==> src/rtl/s27_pattern_gen_pkg.sv <==
// Shared types and constants for the s27 pattern generator: FSM states, LFSR/MISR taps, default seed.
package s27_tb_pkg;

  localparam int unsigned LFSR16_W = 16;
  localparam int unsigned PAT_W    = 4;

  // Feedback taps at bits 15, 13, 12 and 10.
  localparam logic [LFSR16_W-1:0] TAP_MASK     = 16'hB400;
  localparam logic [LFSR16_W-1:0] DEFAULT_SEED = 16'hACE1;

  typedef enum logic [1:0] {
    IDLE = 2'd0,
    RUN  = 2'd1,
    DONE = 2'd2
  } state_t;

  // One shift-left Fibonacci step.
  function automatic logic [LFSR16_W-1:0] lfsr_step(input logic [LFSR16_W-1:0] v);
    return {v[LFSR16_W-2:0], ^(v & TAP_MASK)};
  endfunction

endpackage

==> src/rtl/s27_pattern_gen_if.sv <==
// Pattern stimulus/response bus between the generator and the downstream s27 block.
interface s27_pattern_gen_if;
  import s27_tb_pkg::*;

  logic [PAT_W-1:0] pat_data;
  logic             pat_valid;
  logic             pat_ready;
  logic             resp_in;

  modport master (output pat_data, output pat_valid, input pat_ready, input resp_in);
  modport slave  (input pat_data, input pat_valid, output pat_ready, output resp_in);

endinterface

==> src/rtl/s27_pattern_gen_lfsr16.sv <==
// 16-bit Fibonacci shift register with synchronous load and an optional serial xor input (MISR use).
module s27_lfsr16
  import s27_tb_pkg::*;
#(
  parameter logic [LFSR16_W-1:0] RESET_VAL = '0
) (
  input  logic                clk,
  input  logic                reset,
  input  logic                load,
  input  logic                advance,
  input  logic [LFSR16_W-1:0] seed,
  input  logic                sin,
  output logic [LFSR16_W-1:0] value
);

  always_ff @(posedge clk) begin
    if (!reset) begin
      value <= RESET_VAL;
    end else if (load) begin
      value <= seed;
    end else if (advance) begin
      value <= lfsr_step(value) ^ {{(LFSR16_W-1){1'b0}}, sin};
    end
  end

endmodule

==> src/rtl/s27_pattern_gen.sv <==
// LFSR pattern generator for the s27 block with handshake and run control.
// Define PATGEN_MISR_EN to compact resp_in into a MISR signature on sig_out.
module s27_pattern_gen
  import s27_tb_pkg::*;
#(
  parameter int unsigned   LFSR_W       = 16,
  parameter int unsigned   CNT_W        = 16,
  parameter logic [15:0]   DEFAULT_SEED = s27_tb_pkg::DEFAULT_SEED
) (
  input  logic                 clk,
  input  logic                 reset,
  input  logic                 start,
  input  logic                 abort,
  input  logic [CNT_W-1:0]     num_patterns,
  input  logic [15:0]          seed_in,
  s27_pattern_gen_if.master    pb,
  output logic                 busy,
  output logic                 done,
  output logic [15:0]          sig_out,
  output logic [CNT_W-1:0]     pat_count
);

  state_t             state_q, state_d;
  logic               load;
  logic               accept;
  logic               last;
  logic [CNT_W-1:0]   num_q;
  logic [CNT_W-1:0]   count_q;
  logic [LFSR_W-1:0]  seed_sel;
  logic [LFSR_W-1:0]  lfsr_q;
  logic               unused_lfsr_hi;

  // An abort cycle never counts as an accept so pat_count holds its value.
  assign accept   = (state_q == RUN) & pb.pat_ready & ~abort;
  assign last     = (count_q == num_q - CNT_W'(1));
  assign seed_sel = (seed_in == 16'h0) ? DEFAULT_SEED : seed_in;

  always_ff @(posedge clk) begin
    if (!reset) begin
      state_q <= IDLE;
      count_q <= '0;
      num_q   <= '0;
    end else begin
      state_q <= state_d;
      if (load) begin
        count_q <= '0;
        num_q   <= num_patterns;
      end else if (accept) begin
        count_q <= count_q + CNT_W'(1);
      end
    end
  end

  always_comb begin
    state_d = state_q;
    load    = 1'b0;
    case (state_q)
      IDLE: begin
        if (start && !abort) begin
          load    = 1'b1;
          state_d = (num_patterns == '0) ? DONE : RUN;
        end
      end
      RUN: begin
        if (abort) begin
          state_d = IDLE;
        end else if (accept && last) begin
          state_d = DONE;
        end
      end
      DONE:    state_d = IDLE;
      default: state_d = IDLE;
    endcase
  end

  s27_lfsr16 #(.RESET_VAL(DEFAULT_SEED)) u_lfsr (
    .clk     (clk),
    .reset   (reset),
    .load    (load),
    .advance (accept),
    .seed    (seed_sel),
    .sin     (1'b0),
    .value   (lfsr_q)
  );

  assign unused_lfsr_hi = ^lfsr_q[LFSR_W-1:PAT_W];

  assign pb.pat_data  = lfsr_q[PAT_W-1:0];
  assign pb.pat_valid = (state_q == RUN);
  assign busy         = (state_q == RUN);
  assign done         = (state_q == DONE);
  assign pat_count    = count_q;

`ifdef PATGEN_MISR_EN
  logic [LFSR_W-1:0] misr_q;

  s27_lfsr16 #(.RESET_VAL(16'h0000)) u_misr (
    .clk     (clk),
    .reset   (reset),
    .load    (load),
    .advance (accept),
    .seed    (16'h0000),
    .sin     (pb.resp_in),
    .value   (misr_q)
  );

  assign sig_out = misr_q;
`else
  logic unused_resp;

  assign unused_resp = pb.resp_in;
  assign sig_out     = 16'h0000;
`endif

endmodule

==> src/flat_wrapper.sv <==
// flat-port wrapper written by rule: the top's interface ports become plain ports
module s27_pattern_gen_flat import s27_tb_pkg::*;
#(
  parameter int unsigned   LFSR_W       = 16,
  parameter int unsigned   CNT_W        = 16,
  parameter logic [15:0]   DEFAULT_SEED = s27_tb_pkg::DEFAULT_SEED
)
  (clk, reset, start, abort, num_patterns, seed_in, busy, done, sig_out, pat_count, pb_pat_data, pb_pat_valid, pb_pat_ready, pb_resp_in);
  s27_pattern_gen_if pb_i ();
  input  logic clk;
  input  logic reset;
  input  logic start;
  input  logic abort;
  input  logic [CNT_W-1:0] num_patterns;
  input  logic [15:0] seed_in;
  output logic busy;
  output logic done;
  output logic [15:0] sig_out;
  output logic [CNT_W-1:0] pat_count;
  output wire logic [$bits(pb_i.pat_data)-1:0] pb_pat_data;
  output wire logic [$bits(pb_i.pat_valid)-1:0] pb_pat_valid;
  input wire logic [$bits(pb_i.pat_ready)-1:0] pb_pat_ready;
  input wire logic [$bits(pb_i.resp_in)-1:0] pb_resp_in;
  assign pb_pat_data = pb_i.pat_data;
  assign pb_pat_valid = pb_i.pat_valid;
  assign pb_i.pat_ready = pb_pat_ready;
  assign pb_i.resp_in = pb_resp_in;
  s27_pattern_gen #(.LFSR_W(LFSR_W), .CNT_W(CNT_W), .DEFAULT_SEED(DEFAULT_SEED)) u_core (.clk(clk), .reset(reset), .start(start), .abort(abort), .num_patterns(num_patterns), .seed_in(seed_in), .pb(pb_i), .busy(busy), .done(done), .sig_out(sig_out), .pat_count(pat_count));
endmodule
==> config.mk <==
export PLATFORM = sky130hd
export DESIGN_NAME = s27_pattern_gen_flat
export DESIGN_NICKNAME = d
export VERILOG_FILES = /design/src/rtl/s27_pattern_gen_pkg.sv /design/src/rtl/s27_pattern_gen_if.sv /design/src/rtl/s27_pattern_gen_lfsr16.sv /design/src/rtl/s27_pattern_gen.sv /design/src/flat_wrapper.sv
export SDC_FILE = /design/constraint.sdc
export NUM_CORES = 1
export LEC_CHECK = 0
export CAP_MARGIN = 20
export CELL_PAD_IN_SITES_DETAIL_PLACEMENT = 1
export CELL_PAD_IN_SITES_GLOBAL_PLACEMENT = 1
export CORE_MARGIN = 2
export CORE_UTILIZATION = 36
export DETAILED_ROUTE_END_ITERATION = 7
export PLACE_DENSITY_LB_ADDON = 0.1
export SYNTH_ARGS = -nofsm -noshare
export SYNTH_HDL_FRONTEND = slang
export SYNTH_SLANG_ARGS = --single-unit
==> constraint.sdc <==
create_clock -name clk -period 2.5 [get_ports clk]
set_input_delay 0.5 -clock clk [delete_from_list [all_inputs] [get_ports clk]]
set_output_delay 0.5 -clock clk [all_outputs]
set_load 0.01 [all_outputs]
== Word level (Yosys, flattened, before mapping) ==
Cells that the tools add are included.

* Memory bits (writable): 0
* ROM bits: 0
* Input port bits: 38
* Word-level logic and storage cells: 35
* Latch bits: 0
* Register bits after elaboration: 50
* Memories: 0

* Div/mod/pow operators: 0
* Eq/ne operators: 5
* Order comparisons: 0
* Bitwise logic cells: 4
* Shift-type cells: 0
* Reductions and logical operators: 10
* Add/sub/neg operators: 2
* Mux-type cells: 10
* Multipliers: 0

{| class="wikitable"
|+ Operator list
! operator !! count
|-
| $mux 16 || 3
|-
| $logic_not 16->1 || 2
|-
| $add 16x1->16 const B || 1
|-
| $eq 16x16->1 || 1
|-
| $reduce_xor 16->1 || 1
|-
| $sub 16x1->16 const B || 1
|-
| $mux 2 || 4
|-
| $pmux 2 s2 || 1
|-
| $ne 3x2->1 const B || 1
|-
| $and 1x1->1 || 2
|-
| $eq 2x1->1 const B || 1
|-
| $eq 2x2->1 const B || 1
|-
| $logic_and 1x1->1 || 2
|-
| $logic_not 2->1 || 1
|-
| $mux 1 || 2
|-
| $ne 2x1->1 const B || 1
|-
| $not 1->1 || 2
|-
| $reduce_and 2->1 || 1
|-
| $reduce_bool 2->1 || 1
|-
| $reduce_or 2->1 || 1
|-
| $logic_not 1->1 || 1
|}

== Longest topological paths before layout ==
Gate-level depths: netlist (run 1).

* Depth after elaboration: 7
* Depth in mapped cells: 8
* Mapped depth without buffers: 8

== By module ==
A second synthesis (run 1) with hierarchy kept.

* Cells, all modules: 373
* Area, all modules: 3075.4 um2

{| class="wikitable"
|+ By module, submodules not included
! module !! area an instance (um2) !! cells an instance !! times used
|-
| s27_pattern_gen || 2250.9 || 293 || 1
|-
| s27_lfsr16 || 824.5 || 80 || 1
|}

== Least setup slack after synthesis (run 1) ==
Ideal clock, no wire load.

* Path type: register to register
* From: register u_core.num_q[0]
* To: register u_core.state_q[0]
* Setup time: 0.117 ns
* Buffers on the path: 0
* Cell stages (with the launch flop): 9
* Slack: 0.353 ns
* Data arrival time: 2.029 ns
* Data required time: 2.383 ns
* Period minus slack after synthesis: 2.147 ns
* Cell sequence: dfxtp_1 -> inv_1 -> ha_1 -> or4b_2 -> nor3_1 -> xnor2_1 -> o211a_1 -> nand4_1 -> a32o_1

* Word-level cells in the longest chain between the ends: 5

{| class="wikitable"
|+ Ends and longest elaborated chain
! element !! RTL line !! text
|-
| start: declaration || s27_pattern_gen.sv:27 || <nowiki>logic [CNT_W-1:0] num_q;</nowiki>
|-
| start signal: assignment || s27_pattern_gen.sv:47 || <nowiki>num_q <= num_patterns;</nowiki>
|-
| $sub 16x1->16 || s27_pattern_gen.sv:35 || <nowiki>assign last = (count_q == num_q - CNT_W'(1));</nowiki>
|-
| $eq 16x16->1 || s27_pattern_gen.sv:35 ||
|-
| $logic_and 1x1->1 || s27_pattern_gen.sv:67 || <nowiki>end else if (accept && last) begin</nowiki>
|-
| $ne 3x2->1 (no line) || -- ||
|-
| $reduce_and 2->1 (no line) || -- ||
|-
| end signal: assignment || s27_pattern_gen.sv:44 || <nowiki>state_q <= state_d;</nowiki>
|-
| end: declaration || s27_pattern_gen.sv:23 || <nowiki>state_t state_q, state_d;</nowiki>
|}

No other way between the ends.
A chain may end at the register's enable or synchronous reset.

== Worst setup path in the final report (run 1) ==
* From: register u_core.num_q[5]
* To: register u_core.state_q[0]

The elaborated chain is that of the path after synthesis.

==> results.cfg, run 1 <==
[outcome]
run_status = complete, no violations

[die]
die_x_um = 94.3
fp.coreArea_sq_um = 7810
num_rows = 32
start_util_pct = 37.6
pin_count = 77
die_height_um = 94.3
design.die.area_sq_um = 8900

[layout]
n_antenna_cell = 0
synthToLayoutAreaGrowth_pct = 28.6
final_layout_size_suffix_gt1_share_pct = 11.2
finalInstanceArea_sq_um = 3780
fin_nets = 449
fillers = 934
final_core_util_pct = 48.4

[pwr]
pwr-share-seq_pct = 48.7
p_leak_nw = 1.47
cellPowerDensity_nw_per_um2 = 468
worst_ir_drop_vdd_mv = 0.210
clkPwrFrac_pct = 30.5
switchingPower_mw = 0.491
p_int_mw = 1.28
netSwitchingFraction_pct = 27.8
combPwrFrac_pct = 20.8

[global_route]
grt_pass1_vias = 2599
grt_first_pass_wirelength_um = 13000
track_usage_pct = 18.3
antenna_found_initial = 0
globalRouteOverflowTotal = 0
grt_max_degree = 21

[clock_tree]
cts_tree = yes
clock_sinks = 50
cts_post_setup_buffers_inserted = 0
cts.reportedPaths.clkPinSlew_ns = 0.10
ctsHtreeMaxLevel = 2
cts_buffers = 5
clock_path_buffers = 2
worstSkewPairLatency_ns = 0.30
root_buffer = sky130_fd_sc_hd__clkbuf_8
ctsHoldBuffers = 0
number_of_resized_instances_in_the_post_cts_repair_step = 0

[critical_path]
endpoint_kind = flop
timing.critical_path.buf_inv = 0
reg2reg_depth = 6
data_required_time_at_the_worst_endpoint_ns = 2.70
critical_path.slowest_cell = sky130_fd_sc_hd__or4_4
worst_path_dominant_cell_family = simple AND/OR/NAND/NOR gates
worst_r2r_endpoint = u_core.state_q[0]
worst-path-max-fanout = 7
r2r_slack_ns = 0.23
crit_chain = or4_4 -> nor4_1 -> xnor2_1 -> o211a_1 -> nand4_1 -> a32o_1
maximum_cell_stage_delay_along_the_critical_path_ns = 0.59
crit_path_start_kind = flop
critical_path_arrival_ns = 2.48
rr_startpoint = u_core.num_q[5]
setup.worst_path.class = reg2reg

[drt]
number_of_vias_in_the_routed_layout = 2613
detailed_route_wire_length_um = 7760
drt_pass1_iterations = 4
detail_route.drc_violations = 0
postRouteAntennaNets = 0
vias_per_cell = 5.10
routed_wire_length_per_instance_um = 15.2
detailedRoute.firstIterationViolations = 72

[synth]
synth-edff-count = 0
yosys_warnings = 0
postSynthRegisterBits = 50
post-synth-top-area-fraction_pct = 34.1
synth.largest_area_cell = sky130_fd_sc_hd__dfxtp_1
synth-async-reset-ratio_pct = 0
synth_top_cells_by_area = sky130_fd_sc_hd__dfxtp_1 34%, sky130_fd_sc_hd__nand2_1 7.4%, sky130_fd_sc_hd__xor2_1 6.3%
yosysSeqAreaShare_pct = 34.1
synth_area_per_cell_sq_um = 8.44
netlist-cell-type-count = 50
syn_inst = 348
most_frequent_cell_after_synthesis = sky130_fd_sc_hd__nand2_1
synth_area_sq_um = 2940
yosys_most_used_dff = sky130_fd_sc_hd__dfxtp_1
ys_top_cells_by_count = 58 x sky130_fd_sc_hd__nand2_1, 50 x sky130_fd_sc_hd__dfxtp_1, 25 x sky130_fd_sc_hd__nor2_1

[place]
standard_cell_area_after_detailed_placement_sq_um = 3670
routabilityCongestion = 0.867
io_port_bufs = 59
dpl_worst_slack_ns = -0.0609
hpwl_reported_at_the_end_of_detailed_placement_um = 6220

[min_path]
min_path_type = reg2reg
min_delay_worst_endpoint = u_core.num_q[4]
min-delay-start = u_core.num_q[4]
timing.hold.worst_path_depth = 2

[sta]
fin_ws_ns = 0.230
final.period_utilization_pct = 90.8
final.setup_skew_ns = 0.00638
max_slew_violation_count = 0
rsz0062_at_grt = false
max_freq_ghz = 0.441
setup_viol = 0
final_hold_viol_count = 0
hold-worst-slack_ns = 0.524
period_needed_ns = 2.27
setup-tns-final_ns = 0

[flow_run]
max_capacitance_violation_count = 0
## worst max-delay path by stage
stage                          from                 to  slack (ns)  cells after the start
finish              u_core.num_q[5]  u_core.state_q[0]        0.23                      6
floorplan           u_core.num_q[0]  u_core.state_q[0]        0.35                      8
CTS                 u_core.num_q[1]  u_core.state_q[0]        0.22                      8
detailed placement            abort  u_core.state_q[0]       -0.06                      6
global route        u_core.num_q[1]  u_core.state_q[0]         0.1                      8
global placement              abort  u_core.state_q[0]       -0.05                      6
## final cells by class
class	instances	area (sq um)	share of cell area, %
clock buffer	7	96.3	2.55
inverter	4	15.0	0.398
sequential	50	1000	26.5
clock inverter	1	8.76	0.232
multi-input combinational	269	1760	46.7
tap	102	128	3.38
timing repair buffer	79	766	20.3
## metal layers
metal,part of all wire (%),up-vias,GRT usage [%]
li1,-,1303,-
met1,47,1252,23.7
met2,49,51,31.9
met3,3.7,7,3.45
met4,0.89,0,3.38
met5,0,-,0
## state kept, by name, summed over array words and instances, names as in the netlist
| name | count |
|---|---|
| u_core.state_q | 2 |
| u_core.u_lfsr.value | 16 |
| u_core.num_q | 16 |
| u_core.pat_count | 16 |
## placed cells by master, fill, tap and decap left out, drive strengths merged, types with 8 or more instances in the layout
cell type,synthesis,final
clkdlybuf4s50,0,59
nand2,58,58
dfxtp,50,50
nor2,25,25
xor2,21,21
buf,24,20
xnor2,17,17
a21boi,16,16
conb,1,16
mux2i,12,12
nor4,11,11
o22ai,10,10
nand4,9,9
o211a,9,9
nor3,8,8
nand3,8,8
## power by group through the flow
stage | Clock, mW | Combinational, mW | Sequential [mW]
after floorplan | 0 | 0.247 | 0.866
after global placement | 0 | 0.361 | 0.878
after detailed placement | 0 | 0.369 | 0.879
after CTS | 0.548 | 0.370 | 0.861
after global routing | 0.580 | 0.406 | 0.867
final | 0.539 | 0.367 | 0.861
## tightest hold or removal path, stage by stage, from the launching register on
cell                       delay [ns]
sky130_fd_sc_hd__dfxtp_1         0.36
sky130_fd_sc_hd__nand2_1         0.06
sky130_fd_sc_hd__a21boi_0        0.06
## kinds of logic after synthesis
| family | count (synthesis) | share of synthesized area [%] |
|---|---|---|
| AOI/OAI and AO/OA | 52 | 13.9 |
| DFF | 50 | 34.1 |
| xor gates and xnor gates | 38 | 11.3 |
| and+or+nand+nor | 142 | 24.3 |
| muxes | 19 | 6.77 |
| adders and majority gates | 2 | 0.852 |
| buffers and inverters | 44 | 8.65 |
| other | 1 | 0.128 |
## metrics by stage
step / power [mW] / std cells
detailed placement: 1.25 / 504
floorplan: 1.11 / 363
finish: 1.77 / 512
global placement: 1.24 / 504
CTS: 1.78 / 512
global route: 1.85 / 512
Power figures use the tool's default switching activity.
==> inputs of run 2 (changes only) <==
--- a/config.mk
+++ b/config.mk
@@ -11,6 +11,7 @@
 export CORE_MARGIN = 2
 export CORE_UTILIZATION = 36
 export DETAILED_ROUTE_END_ITERATION = 7
+export MAX_ROUTING_LAYER = met4
 export PLACE_DENSITY_LB_ADDON = 0.1
 export SYNTH_ARGS = -nofsm -noshare
 export SYNTH_HDL_FRONTEND = slang
==> run 2 against run 1 <==
Critical path depth unchanged. Cell count unchanged. Global-route usage increased by 0.53 points. Core utilization unchanged. Highest routed layer unchanged. Largest cell class unchanged. Clock power decreased by 0.7%. Sequential share of layout area unchanged.
==> results.cfg, run 2 (same netlist as run 1, synthesis figures left out) <==
[outcome]
run_status = complete, no violations

[drt]
detail_route.drc_violations = 0
route.met3.wl_um = 250
drt_pass1_iterations = 4
detailed_route_wire_length_um = 7760
routed_length_on_met2_um = 3810
postRouteAntennaNets = 0
number_of_vias_in_the_routed_layout = 2614
routed_wire_length_per_instance_um = 15.2
detailedRoute.firstIterationViolations = 89
wl_met1_um = 3650
topRoutingLayerUsed = met4
vias_per_cell = 5.11

[place]
dp_cells = 504
hpwl_reported_at_the_end_of_detailed_placement_um = 6220
routabilityCongestion = 0.881
io_port_bufs = 59
standard_cell_area_after_detailed_placement_sq_um = 3670

[die]
die_height_um = 94.3
design.die.area_sq_um = 8900
fp.coreArea_sq_um = 7810
pin_count = 77
start_util_pct = 37.6
num_rows = 32
die_x_um = 94.3

[flow_run]
max_capacitance_violation_count = 0

[min_path]
timing.hold.worst_path_depth = 2
min_path_type = reg2reg
min_delay_worst_endpoint = u_core.num_q[4]
min-delay-start = u_core.num_q[4]

[layout]
n_antenna_cell = 0
final_layout_size_suffix_gt1_share_pct = 11.2
instances_no_fill = 512
final_core_util_pct = 48.4
layout.cells.most_common_list = 59 x sky130_fd_sc_hd__clkdlybuf4s50_1, 58 x sky130_fd_sc_hd__nand2_1, 50 x sky130_fd_sc_hd__dfxtp_1, 25 x sky130_fd_sc_hd__nor2_1, 21 x sky130_fd_sc_hd__xor2_1
fin_nets = 449
seqCellArea_sq_um = 1000
finalInstanceArea_sq_um = 3780
layout.cells.most_common = sky130_fd_sc_hd__clkdlybuf4s50_1
multiInputGateArea_sq_um = 1760
synthToLayoutAreaGrowth_pct = 28.6
fillers = 934

[clock_tree]
ctsHtreeMaxLevel = 2
number_of_resized_instances_in_the_post_cts_repair_step = 0
cts_tree = yes
cts_buffers = 5
root_buffer = sky130_fd_sc_hd__clkbuf_8
ctsHoldBuffers = 0
cts.reportedPaths.clkPinSlew_ns = 0.10
clock_path_buffers = 2
clock_sinks = 50
worstSkewPairLatency_ns = 0.30
cts_post_setup_buffers_inserted = 0

[global_route]
track_usage_pct = 18.8
globalRouteOverflowTotal = 0
antenna_found_initial = 0
grt_max_degree = 21
grt_first_pass_wirelength_um = 13000
grt_pass1_vias = 2607

[sta]
final.period_utilization_pct = 91.0
hold-worst-slack_ns = 0.525
period_needed_ns = 2.27
max_freq_ghz = 0.440
final.setup_skew_ns = 0.00770
rsz0062_at_grt = false
max_slew_violation_count = 0
final_hold_viol_count = 0
setup_viol = 0

[critical_path]
worst_r2r_endpoint = u_core.state_q[0]
worst-path-max-fanout = 7
reg2reg_depth = 6
setup.worst_path.class = reg2reg
endpoint_kind = flop
r2r_slack_ns = 0.23
crit_path_start_kind = flop
critical_path_arrival_ns = 2.48
rr_startpoint = u_core.num_q[5]
data_required_time_at_the_worst_endpoint_ns = 2.70

[pwr]
p_leak_nw = 1.47
worst_ir_drop_vdd_mv = 0.210
power_mw = 1.76
cellPowerDensity_nw_per_um2 = 467
==> run 2: report_power, final <==
part / leakage (nW) / switching (mW) / internal [mW]
clock: 0.0544 / 0.280 / 0.254
combinational: 1.01 / 0.172 / 0.195
sequential: 0.407 / 0.0339 / 0.827
total: 1.47 / 0.487 / 1.28
==> run 2: through the flow <==
stage                     setup TNS [ns]  worst slack, ns
after detailed placement          -0.113          -0.0609
after global placement           -0.0768          -0.0521
after floorplan                        0            0.353
final                                  0            0.226
after CTS                              0            0.221
after global routing                   0           0.0967
==> run 2: worst max path at each step <==
stage                    startpoint                 to  slack [ns]  cells past startpoint
detailed placement            abort  u_core.state_q[0]       -0.06                      6
global route        u_core.num_q[1]  u_core.state_q[0]         0.1                      8
global placement              abort  u_core.state_q[0]       -0.05                      6
finish              u_core.num_q[5]  u_core.state_q[0]        0.23                      6
floorplan           u_core.num_q[0]  u_core.state_q[0]        0.35                      8
CTS                 u_core.num_q[1]  u_core.state_q[0]        0.22                      8
==> run 2: layout make-up <==
| class | count | area share (%) |
|---|---|---|
| Clock buffer | 7 | 2.55 |
| Clock inverter | 1 | 0.232 |
| Inverter | 4 | 0.398 |
| Multi-Input combinational cell | 269 | 46.7 |
| Sequential cell | 50 | 26.5 |
| Tap cell | 102 | 3.38 |
| Timing Repair Buffer | 79 | 20.3 |
==> run 2: metal layers <==
metal	vias up	track usage [%]
met2	53	31.8
met4	0	3.38
met1	1255	24.0
met5	-	-
li1	1302	-
met3	4	2.97
==> run 2: worst max-delay path: stages, from the launching register on <==
cell	delay, ns
sky130_fd_sc_hd__dfxtp_1	0.40
sky130_fd_sc_hd__or4_4	0.59
sky130_fd_sc_hd__nor4_1	0.42
sky130_fd_sc_hd__xnor2_1	0.17
sky130_fd_sc_hd__o211a_1	0.17
sky130_fd_sc_hd__nand4_1	0.16
sky130_fd_sc_hd__a32o_1	0.26
==> inputs of run 3 (changes only) <==
--- a/config.mk
+++ b/config.mk
@@ -10,6 +10,7 @@
 export CELL_PAD_IN_SITES_GLOBAL_PLACEMENT = 1
 export CORE_MARGIN = 2
 export CORE_UTILIZATION = 36
+export CTS_CLUSTER_SIZE = 12
 export DETAILED_ROUTE_END_ITERATION = 7
 export MAX_ROUTING_LAYER = met4
 export PLACE_DENSITY_LB_ADDON = 0.1
==> results of run 3 <==
The final DEF is identical to that of run 2; final timing and power are the same.
==> edit (flow settings as in run 3) <==
Reset style: asynchronous (`reset`), changed in 2 clocked blocks.
--- a/src/rtl/s27_pattern_gen_lfsr16.sv
+++ b/src/rtl/s27_pattern_gen_lfsr16.sv
@@ -15,3 +15,3 @@
 
-  always_ff @(posedge clk) begin
+  always_ff @(posedge clk or negedge reset) begin
     if (!reset) begin
--- a/src/rtl/s27_pattern_gen.sv
+++ b/src/rtl/s27_pattern_gen.sv
@@ -37,3 +37,3 @@
 
-  always_ff @(posedge clk) begin
+  always_ff @(posedge clk or negedge reset) begin
     if (!reset) begin
Formal check against the unedited RTL: differs if reset is asserted again (counterexample within 4 cycles, from zero or initial values and one cycle with reset low); with reset held inactive, the same outputs for 10 cycles.
==> edit against run 3 <==
The flow now finishes with violations (setup timing). Die area shrank 1.2%. Via count up 1.3%. Design area up 3.9%. Area after synthesis decreased by 1.2%. Combinational power is 71% higher. Wire length is 4.5% higher. Power increased by 28%. Critical path depth stayed put. Sequential cell count unchanged. Setup slack lost 0.29 ns. Critical path type unchanged. Critical endpoint is now u_core.state_q[1]$_DFFE_PN0P_.
==> edit: results (changes against run 3) <==
status=finished, violations left; failing checks=setup timing; Setup Buffers After CTS=3 (+3); Core Util, Final=0.505 (+0.0215); CP peak stage delay=0.54 ns (-0.05 ns); M3 GR Usage=0.0353 (+0.00562); Setup Viol. Count Final=2 (+2); Area contributors post-synth=dfrtp_1 36%, nand2_1 8.0%, dfstp_2 7.2%; DRT met1 WL=3400 µm (-6.9%); Worst EP arrival=2.77 ns (+0.29 ns); Fillers=923 (-1.2%); first-pass GRT wire length=13300 µm (+2.7%); library cells used by synthesis=48 (-4.0%); Seq/Total Area, Yosys=0.435 (+0.0940); worst hold path type=primary input to asynchronous set/reset pin; post-synthesis mux area share=0.00863 (-0.0591); Synth Area in Adders=0.00863 (+0.000107); Place WS=-0.0799 ns (-0.0190 ns); sequential cell count=50 (unchanged); met1 Usage GRT=0.235 (-0.00515); final worst setup slack=-0.0633 ns (-0.289 ns); Clock buf/inv share=0.0290 (+0.00118); top cells by count, synth=62 x nand2_1, 42 x dfrtp_1, 41 x nor2_1; Starting DRT DRC Count=73 (-18%); routed length on met3=392 µm (+57%); die area=8790 µm² (-1.2%); vias in the first global route=2723 (+4.4%); CP max FO=4 (-3); Sequential Area=1260 µm² (+26%); Compound-Gate Fraction of Synth Area=0.105 (-0.0336); seq pwr=1.05 mW (+22%); XOR/XNOR share of the synthesized area=0.106 (-0.00764); Power Clock=584 µW (+9.2%); DR WL/cell=15.7 µm (+3.7%); NonClk Buf Share=0.211 (+0.00863); Leak=1.70 nW (+16%); area of the multi-input gates=1570 µm² (-11%); post-CTS sizing=5 (+5); Post-synth ARST share=1.00 (+1.00); final-stage net count=453 (+0.89%)
## edit: worst paths after layout
| check | startpoint | endpoint | slack (ns) | depth (start not counted) |
|---|---|---|---|---|
| hold reg to reg | u_core.u_lfsr.value[8]$_DFFE_PN0P_ | u_core.u_lfsr.value[8]$_DFFE_PN0P_ | 0.50 | 2 |
| hold / removal | reset | u_core.pat_count[2]$_DFFE_PN0P_ | 0.13 | 1 |
| setup / recovery | u_core.num_q[0]$_DFFE_PN0P_ | u_core.state_q[1]$_DFFE_PN0P_ | -0.06 | 6 |
| max in group asynchronous | reset | u_core.u_lfsr.value[0]$_DFFE_PN1P_ | 1.70 | 2 |
| min in group clk | u_core.u_lfsr.value[8]$_DFFE_PN0P_ | u_core.u_lfsr.value[8]$_DFFE_PN0P_ | 0.50 | 2 |
| setup reg to reg | u_core.num_q[0]$_DFFE_PN0P_ | u_core.state_q[1]$_DFFE_PN0P_ | -0.06 | 6 |
